==> src/rtl/accel_spi_pkg.sv <==
// rtl/accel_spi_pkg.sv - shared types and constants for the accelerometer SPI reader
package accel_spi_pkg;

    typedef enum logic [1:0] {
        ST_INIT_FMT,
        ST_INIT_PWR,
        ST_WAIT,
        ST_READ
    } accel_state_t;

    typedef enum logic [2:0] {
        PH_IDLE,
        PH_SETUP,
        PH_LOW,
        PH_HIGH,
        PH_HOLD,
        PH_GUARD
    } spi_phase_t;

    localparam logic [5:0] REG_DATA_FORMAT = 6'h31;
    localparam logic [5:0] REG_POWER_CTL   = 6'h2D;
    localparam logic [7:0] DATA_FORMAT_VAL = 8'h0B;
    localparam logic [7:0] POWER_CTL_VAL   = 8'h08;
    localparam logic [4:0] WR_FRAME_BITS   = 5'd16;
    localparam logic [4:0] RD_FRAME_BITS   = 5'd24;

    // Frames are left-aligned in the 24-bit tx word; the engine always shifts out bit 23 first.
    function automatic logic [23:0] write_word(input logic [5:0] addr, input logic [7:0] data);
        return {2'b00, addr, data, 8'h00};
    endfunction

endpackage

==> src/rtl/spi_shift_engine.sv <==
// rtl/spi_shift_engine.sv - mode-3 SPI frame engine: CS/SCLK/MOSI timing and MISO capture
module spi_shift_engine
    import accel_spi_pkg::*;
#(
    parameter int CLK_DIV = 25
) (
    input  logic        clk,
    input  logic        rst,
    input  logic        start,
    input  logic [4:0]  nbits,
    input  logic [23:0] tx,
    input  logic        spi_miso,
    output logic        spi_cs_n,
    output logic        spi_sclk,
    output logic        spi_mosi,
    output logic        done,
    output logic        busy,
    output logic [23:0] rx
);

    localparam int CW = $clog2(2 * CLK_DIV);
    localparam logic [CW-1:0] HALF_LAST  = CW'(CLK_DIV - 1);
    localparam logic [CW-1:0] GUARD_LAST = CW'(2 * CLK_DIV - 3);

    spi_phase_t     r_phase;
    logic [CW-1:0]  r_cnt;
    logic [4:0]     r_bit;
    logic [4:0]     r_nbits;
    logic [23:0]    r_tx;
    logic [23:0]    r_rx;
    logic           r_cs_n;
    logic           r_sclk;
    logic           r_mosi;
    logic           r_done;

    assign spi_cs_n = r_cs_n;
    assign spi_sclk = r_sclk;
    assign spi_mosi = r_mosi;
    assign done     = r_done;
    assign rx       = r_rx;
    assign busy     = (r_phase != PH_IDLE);

    always_ff @(posedge clk) begin
        if (!rst) begin
            // Reset lands in the guard phase so CS stays high long enough even after an aborted frame.
            r_phase <= PH_GUARD;
            r_cnt   <= '0;
            r_bit   <= '0;
            r_nbits <= '0;
            r_tx    <= '0;
            r_rx    <= '0;
            r_cs_n  <= 1'b1;
            r_sclk  <= 1'b1;
            r_mosi  <= 1'b0;
            r_done  <= 1'b0;
        end else begin
            r_done <= 1'b0;
            case (r_phase)
                PH_IDLE: begin
                    if (start) begin
                        r_cs_n  <= 1'b0;
                        r_tx    <= tx;
                        r_mosi  <= tx[23];
                        r_nbits <= nbits;
                        r_bit   <= '0;
                        r_rx    <= '0;
                        r_cnt   <= '0;
                        r_phase <= PH_SETUP;
                    end
                end
                PH_SETUP: begin
                    if (r_cnt == HALF_LAST) begin
                        r_cnt   <= '0;
                        r_sclk  <= 1'b0;
                        r_phase <= PH_LOW;
                    end else begin
                        r_cnt <= r_cnt + CW'(1);
                    end
                end
                PH_LOW: begin
                    if (r_cnt == HALF_LAST) begin
                        r_cnt   <= '0;
                        r_sclk  <= 1'b1;
                        r_rx    <= {r_rx[22:0], spi_miso};
                        r_phase <= PH_HIGH;
                    end else begin
                        r_cnt <= r_cnt + CW'(1);
                    end
                end
                PH_HIGH: begin
                    if (r_cnt == HALF_LAST) begin
                        r_cnt <= '0;
                        if (r_bit == r_nbits - 5'd1) begin
                            r_phase <= PH_HOLD;
                        end else begin
                            r_bit   <= r_bit + 5'd1;
                            r_sclk  <= 1'b0;
                            r_tx    <= {r_tx[22:0], 1'b0};
                            r_mosi  <= r_tx[22];
                            r_phase <= PH_LOW;
                        end
                    end else begin
                        r_cnt <= r_cnt + CW'(1);
                    end
                end
                PH_HOLD: begin
                    if (r_cnt == HALF_LAST) begin
                        r_cnt   <= '0;
                        r_cs_n  <= 1'b1;
                        r_done  <= 1'b1;
                        r_phase <= PH_GUARD;
                    end else begin
                        r_cnt <= r_cnt + CW'(1);
                    end
                end
                PH_GUARD: begin
                    // Two more cycles of start latency in the caller make the CS-high gap exactly 2*CLK_DIV.
                    if (r_cnt == GUARD_LAST) begin
                        r_cnt   <= '0;
                        r_phase <= PH_IDLE;
                    end else begin
                        r_cnt <= r_cnt + CW'(1);
                    end
                end
                default: r_phase <= PH_GUARD;
            endcase
        end
    end

endmodule

==> src/rtl/accel_spi_reader.sv <==
// rtl/accel_spi_reader.sv - accelerometer init and periodic axis read over SPI
module accel_spi_reader
    import accel_spi_pkg::*;
#(
    parameter int         CLK_DIV       = 25,
    parameter int         SAMPLE_PERIOD = 50000,
    parameter logic [5:0] AXIS_ADDR     = 6'h32
) (
    input  logic        clk,
    input  logic        rst,
    output logic        spi_cs_n,
    output logic        spi_sclk,
    output logic        spi_mosi,
    input  logic        spi_miso,
    output logic [15:0] data_out,
    output logic        data_valid,
    output logic        init_done
);

    localparam int TW = $clog2(SAMPLE_PERIOD + 1);
    localparam logic [TW-1:0] TIMER_LAST = TW'(SAMPLE_PERIOD - 1);

    accel_state_t   r_state;
    logic           r_start;
    logic           r_sent;
    logic [23:0]    r_tx;
    logic [4:0]     r_nbits;
    logic [TW-1:0]  r_timer;
    logic [15:0]    r_data;
    logic           r_valid;
    logic           r_init_done;

    logic           w_done;
    logic           w_busy;
    logic [23:0]    w_rx;
    logic           w_unused_rx;

    assign data_out    = r_data;
    assign data_valid  = r_valid;
    assign init_done   = r_init_done;
    assign w_unused_rx = ^w_rx[23:16];

    spi_shift_engine #(.CLK_DIV(CLK_DIV)) u_engine (
        .clk      (clk),
        .rst      (rst),
        .start    (r_start),
        .nbits    (r_nbits),
        .tx       (r_tx),
        .spi_miso (spi_miso),
        .spi_cs_n (spi_cs_n),
        .spi_sclk (spi_sclk),
        .spi_mosi (spi_mosi),
        .done     (w_done),
        .busy     (w_busy),
        .rx       (w_rx)
    );

    always_ff @(posedge clk) begin
        if (!rst) begin
            r_state     <= ST_INIT_FMT;
            r_start     <= 1'b0;
            r_sent      <= 1'b0;
            r_tx        <= '0;
            r_nbits     <= '0;
            r_timer     <= '0;
            r_data      <= '0;
            r_valid     <= 1'b0;
            r_init_done <= 1'b0;
        end else begin
            r_start <= 1'b0;
            r_valid <= 1'b0;
            if (r_timer != TIMER_LAST) begin
                r_timer <= r_timer + TW'(1);
            end
            case (r_state)
                ST_INIT_FMT: begin
                    if (!r_sent && !w_busy) begin
                        r_start <= 1'b1;
                        r_sent  <= 1'b1;
                        r_tx    <= write_word(REG_DATA_FORMAT, DATA_FORMAT_VAL);
                        r_nbits <= WR_FRAME_BITS;
                    end else if (w_done) begin
                        r_sent  <= 1'b0;
                        r_state <= ST_INIT_PWR;
                    end
                end
                ST_INIT_PWR: begin
                    if (!r_sent && !w_busy) begin
                        r_start <= 1'b1;
                        r_sent  <= 1'b1;
                        r_tx    <= write_word(REG_POWER_CTL, POWER_CTL_VAL);
                        r_nbits <= WR_FRAME_BITS;
                    end else if (w_done) begin
                        r_sent      <= 1'b0;
                        r_state     <= ST_WAIT;
                        r_init_done <= 1'b1;
                        // Preloading as expired makes the first read go out without waiting a period.
                        r_timer     <= TIMER_LAST;
                    end
                end
                ST_WAIT: begin
                    if (r_timer == TIMER_LAST && !w_busy) begin
                        r_start <= 1'b1;
                        r_tx    <= {2'b11, AXIS_ADDR, 16'h0000};
                        r_nbits <= RD_FRAME_BITS;
                        r_timer <= '0;
                        r_state <= ST_READ;
                    end
                end
                ST_READ: begin
                    if (w_done) begin
                        r_data  <= {w_rx[7:0], w_rx[15:8]};
                        r_valid <= 1'b1;
                        r_state <= ST_WAIT;
                    end
                end
                default: r_state <= ST_INIT_FMT;
            endcase
        end
    end

endmodule

==> config.mk <==
export PLATFORM = sky130hd
export DESIGN_NAME = accel_spi_reader
export DESIGN_NICKNAME = d
export VERILOG_FILES = /design/src/rtl/accel_spi_pkg.sv /design/src/rtl/spi_shift_engine.sv /design/src/rtl/accel_spi_reader.sv
export SDC_FILE = /design/constraint.sdc
export NUM_CORES = 1
export LEC_CHECK = 0
export CAP_MARGIN = 25
export CORE_ASPECT_RATIO = 1.25
export CORE_MARGIN = 4
export CORE_UTILIZATION = 56
export DETAILED_ROUTE_END_ITERATION = 10
export DONT_BUFFER_PORTS = 1
export PLACE_DENSITY = 0.74
export SYNTH_ARGS = -nofsm -noshare
export SYNTH_HDL_FRONTEND = slang
export SYNTH_HIERARCHICAL = 1
export SYNTH_SLANG_ARGS = --single-unit
export TNS_END_PERCENT = 100
==> constraint.sdc <==
create_clock -name clk -period 4 [get_ports clk]
set_input_delay 0.4 -clock clk [delete_from_list [all_inputs] [get_ports clk]]
set_output_delay 0.4 -clock clk [all_outputs]
set_load 0.01 [all_outputs]
# Yosys cells after proc, flatten, opt, wreduce, memory -nomap -nowiden
# Index checks and enable logic that the tools add are counted.
[word_totals]
in_bits = 3
out_inout_bits = 21
regBits = 129
wordCells = 142
[op_classes]
bitwise = 1
n_eq_ne = 27
n_reduce_logical = 32
n_mux = 59
addsub = 4
[ops]
columns = ["op", "count"]
rows = [
  ["$mux 16", 6],
  ["$mux 24", 3],
  ["$pmux 24 s3", 1],
  ["$mux 23", 3],
  ["$pmux 16 s2", 2],
  ["$pmux 23 s2", 1],
  ["$mux 5", 5],
  ["$mux 3", 7],
  ["$pmux 5 s2", 2],
  ["$mux 6", 3],
  ["$pmux 3 s6", 1],
  ["$pmux 6 s3", 1],
  ["$add 16x1->16 const B", 1],
  ["$eq 16x16->1 const B", 1],
  ["$ne 16x16->1 const B", 1],
  ["$mux 1", 14],
  ["$ne 2x1->1 const B", 7],
  ["$ne 2x2->1 const B", 7],
  ["$reduce_and 2->1", 6],
  ["$reduce_and 3->1", 4],
  ["$reduce_and 4->1", 3],
  ["$reduce_bool 3->1", 4],
  ["$mux 2", 5],
  ["$reduce_bool 2->1", 5],
  ["23 further kinds", 30],
]

# Depth between registers and ports, before layout
[logic_depth]
ltp_word = 5
depth_mapped = 9

# Cells and area by module
# The synthesis kept the hierarchy.
[by_module_without_submodules]
columns = ["module", "cells_per_inst", "instances", "seq_area_each_um2", "area_per_inst_um2"]
rows = [
  ["spi_shift_engine", 348, 1, 1401.3, 3123.0],
  ["accel_spi_reader", 244, 1, 920.9, 2093.3],
]

# Least setup slack after synthesis
# OpenSTA, ideal clock, no wires.
[synth_timing]
path_type = "register -> register"
from = "reg u_engine.r_phase[2]"
to = "reg r_state[1]"
stages_incl_launch_ff = 9
arrival_time_ps = 2099
setup_time_ps = 116
slack_ps = 1785
n_path_buf = 3
path_cell_list = "dfxtp_1 > clkbuf_1 > clkbuf_1 > or3_1 > or2_2 > clkbuf_1 > o221ai_1 > a2111oi_0 > a31o_2"
[synth_between]
elab_chain_len = 5
elab_cells_between_ends = 8
classes_between = "eq/ne: 3; reduce/logical: 5"
[synth_rtl]
columns = ["item", "line", "rtl"]
rows = [
  ["from (decl)", "spi_shift_engine.sv:25", "spi_phase_t r_phase;"],
  ["from (signal assigned)", "spi_shift_engine.sv:46", "r_phase <= PH_GUARD;"],
  ["from (signal assigned)", "spi_shift_engine.sv:68", "r_phase <= PH_SETUP;"],
  ["from (signal assigned)", "spi_shift_engine.sv:75", "r_phase <= PH_LOW;"],
  ["$reduce_bool 3->1 *", "spi_shift_engine.sv:41", "assign busy = (r_phase != PH_IDLE);"],
  ["named net w_busy", "accel_spi_reader.sv:34", "logic w_busy;"],
  ["$logic_not 1->1 *", "accel_spi_reader.sv:77, accel_spi_reader.sv:88, accel_spi_reader.sv:102", ""],
  ["$logic_and 1x1->1, on equally long branches", "accel_spi_reader.sv:102, accel_spi_reader.sv:77, accel_spi_reader.sv:88", ""],
  ["$ne 2x2->1 (no line)", "-", ""],
  ["$reduce_and 4->1 (no line) *", "-", ""],
  ["to (signal assigned)", "accel_spi_reader.sv:84", "r_state <= ST_INIT_PWR;"],
  ["to (signal assigned)", "accel_spi_reader.sv:95", "r_state <= ST_WAIT;"],
  ["to (signal assigned)", "accel_spi_reader.sv:107", "r_state <= ST_READ;"],
  ["to (decl)", "accel_spi_reader.sv:23", "accel_state_t r_state;"],
]
# The timed path passes the listed nets; every way through them passes the cells marked *.
# A chain may end at the register's enable or synchronous reset.

# Worst setup path after layout
[layout_timing]
from = "reg u_engine.r_nbits[0]"
to = "reg u_engine.r_tx[22]"
[layout_between]
elab_chain_len = 4
[layout_rtl]
columns = ["item", "line", "rtl"]
rows = [
  ["from (decl)", "spi_shift_engine.sv:28", "logic [4:0] r_nbits;"],
  ["from (signal assigned)", "spi_shift_engine.sv:64", "r_nbits <= nbits;"],
  ["$sub 5x1->5", "spi_shift_engine.sv:93", "if (r_bit == r_nbits - 5'd1) begin"],
  ["$eq 5x5->1", "spi_shift_engine.sv:93", ""],
  ["$ne 2x2->1 (no line)", "-", ""],
  ["$reduce_and 4->1 (no line)", "-", ""],
  ["to (signal assigned)", "spi_shift_engine.sv:62", "r_tx <= tx;"],
  ["to (signal assigned)", "spi_shift_engine.sv:98", "r_tx <= {r_tx[22:0], 1'b0};"],
  ["to (decl)", "spi_shift_engine.sv:29", "logic [23:0] r_tx;"],
]
# Every way passes these cells.

==> results.md <==
* Status: completed
* Number of remaining DRC errors at 0
* CP Capture Type: register
* # nets final at 562
* Required time at the worst-slack endpoint at 4.29 ns
* Placed inst area at 0.00500 mm^2
* Hold buffers post-CTS at 0
* Post-Route WL at 10100 um
* Synthesized instance count at 560
* I/O Pins at 24
* Worst r2r src: u_engine/r_nbits[0]
* Grt ovf at 0
* Worst R2R Path Depth at 7
* Slew Viols, Final at 0
* Startpoint class of the critical path: register
* CTS tree: yes
* Leakage Power at 1.66 nW
* Clock Tree Buf Depth at 2
* Class of the worst hold path: input port to register
* Final setup fails at 0
* Chip width at 92.1 um
* Die ar. at 0.0104 mm^2
* Synth-to-Final Area Change at 4.96%
* Post-DP HPWL at 6640 um
* ANT cells at 0
* Synthesized area per cell at 8.83 um^2
* # fillers at 784
* VDD IR max at 288 uV
* Hold Path End: u_engine/r_phase[0]
* Final Hold Fails at 0
* Number of global-route vias before repair at 3952
* Crit-path slowest cell: a211oi_4
* # resized after CTS at 0
* Hold Path Origin: rst
* Die Ht at 113 um
* Syn. warnings at 6
* Worst slew pin tran at 0.966 ns
* Largest net degree at the start of global routing at 57
* Fin crit share at 76.5%
* CP top delay family: compound AO/OA/AOI/OAI gates
* Commonest non-fill, non-tap cell in the layout: dfxtp_1
* Core ar. at 0.00865 mm^2
* CTS H-tree depth at 3
* Max cap viols at 0
* RSZ-0062 raised after global routing: false
* Clk Latency, worst-skew pair at 0.37 ns
* Placer Congestion at 0.862
* CP bufs+invs at 1
* Cells along the critical path: inv_1 > ha_1 > xnor2_1 > o2bb2ai_2 > a2111o_1 > a211oi_4 > o2bb2ai_1
* Setup TNS at 0 ns
* Row cnt at 38
* Initial DRC count at 185
* Min cycle time layout at 3.06 ns
* Drt pass-1 iters at 4
* Via-per-instance ratio at 6.01
* First-pass GRT wire length at 17900 um
* Peak Freq at 327 MHz
* Power density over the cells at 362 mW/mm^2
* CTS root buf: clkbuf_8
* WL per Instance at 15.0 um
* Worst path max stage delay at 0.96 ns
* Skew final at 0.0101 ns
* Max-slew headroom at 35.4%
* WS Path Type: register to register
* Vias at 4048
* Critical Path AT at 3.35 ns
* IO buf count at 0
* Clock Sinks at 108
* Flop2flop setup slack at 0.94 ns
* Commonest cells after routing, fill and taps aside: dfxtp_1 (108), nand2_1 (91), a21oi_1 (59)
* Max Fanout on Critical Path at 26
* Initial antenna violation count at 0
* Layout cells sized above 1 at 7.96%
* Final Cell Area at 0.00519 mm^2
* Hold Path Stages at 1
* CTS Buf Count at 9
* FF-to-FF End: u_engine/r_tx[22]
* Mapped Area at 0.00495 mm^2
* Clock Pin Slew Worst Setup and Hold Paths at 0.09 ns
* Global Route Usage Sum at 20.7%
* Initial Util at 57.2%
* Post CTS Setup Buffer Count at 0
* Final ANT Viol Nets at 0
area by class of cell:
| class | instances | area (um^2) | area share (%) |
|---|---|---|---|
| timing repair buffer | 4 | 30.0 | 0.578 |
| clock inverter | 4 | 33.8 | 0.651 |
| multi-input combinational | 411 | 2610 | 50.2 |
| sequential | 108 | 2160 | 41.6 |
| tap | 120 | 150 | 2.89 |
| inverter | 14 | 52.6 | 1.01 |
| clock buffer | 12 | 155 | 2.99 |
registers in the layout, indices dropped and copies added, names as in the netlist, 2 cells and up:
signal and count:
u_engine/r_cnt 6, u_engine/rx 16, u_engine/r_phase 3, data_out 16
u_engine/r_tx 23, r_state 2, r_tx 6, r_nbits 2
u_engine/r_bit 5, u_engine/r_nbits 5, r_timer 16
through the flow:
step                      power [mW]  setup slack, ns  utilization, %  instances  hold slack (ns)
after global routing            1.97            0.727            60.0        673           0.0848
after floorplan                 1.26             1.78               -        575            0.432
after CTS                       1.90            0.969            60.0        673           0.0971
after detailed placement        1.28            0.984            57.8        657            0.449
final                           1.88            0.939            60.0        673            0.110
after global placement          1.27             1.07            57.7        656            0.444
worst max path at each step:
stage                                    from                 to  slack [ns]  depth (start not counted)
after floorplan           u_engine/r_phase[2]         r_state[1]        1.78                          8
after global placement    u_engine/r_nbits[0]  u_engine/r_bit[1]        1.07                          7
after detailed placement  u_engine/r_nbits[0]   u_engine/r_tx[5]        0.98                          7
after CTS                 u_engine/r_nbits[0]   u_engine/r_tx[8]        0.97                          7
after global routing      u_engine/r_nbits[0]  u_engine/r_bit[1]        0.73                          7
final                     u_engine/r_nbits[0]  u_engine/r_tx[22]        0.94                          7
report_power, final:
part	internal [mW]	leakage, nW	switching, mW
combinational	0.0499	0.692	0.0927
sequential	1.09	0.871	0.0204
clock	0.264	0.0928	0.359
total	1.41	1.66	0.472
metal layers:
layer	up-vias	global-route usage, %	share of wire [%]
li1	2009	-	-
met3	9	5.05	4.6
met5	-	0	0
met2	89	35.5	48
met4	0	6.74	1.4
met1	1941	25.5	46
Power figures use the tool's default switching activity.
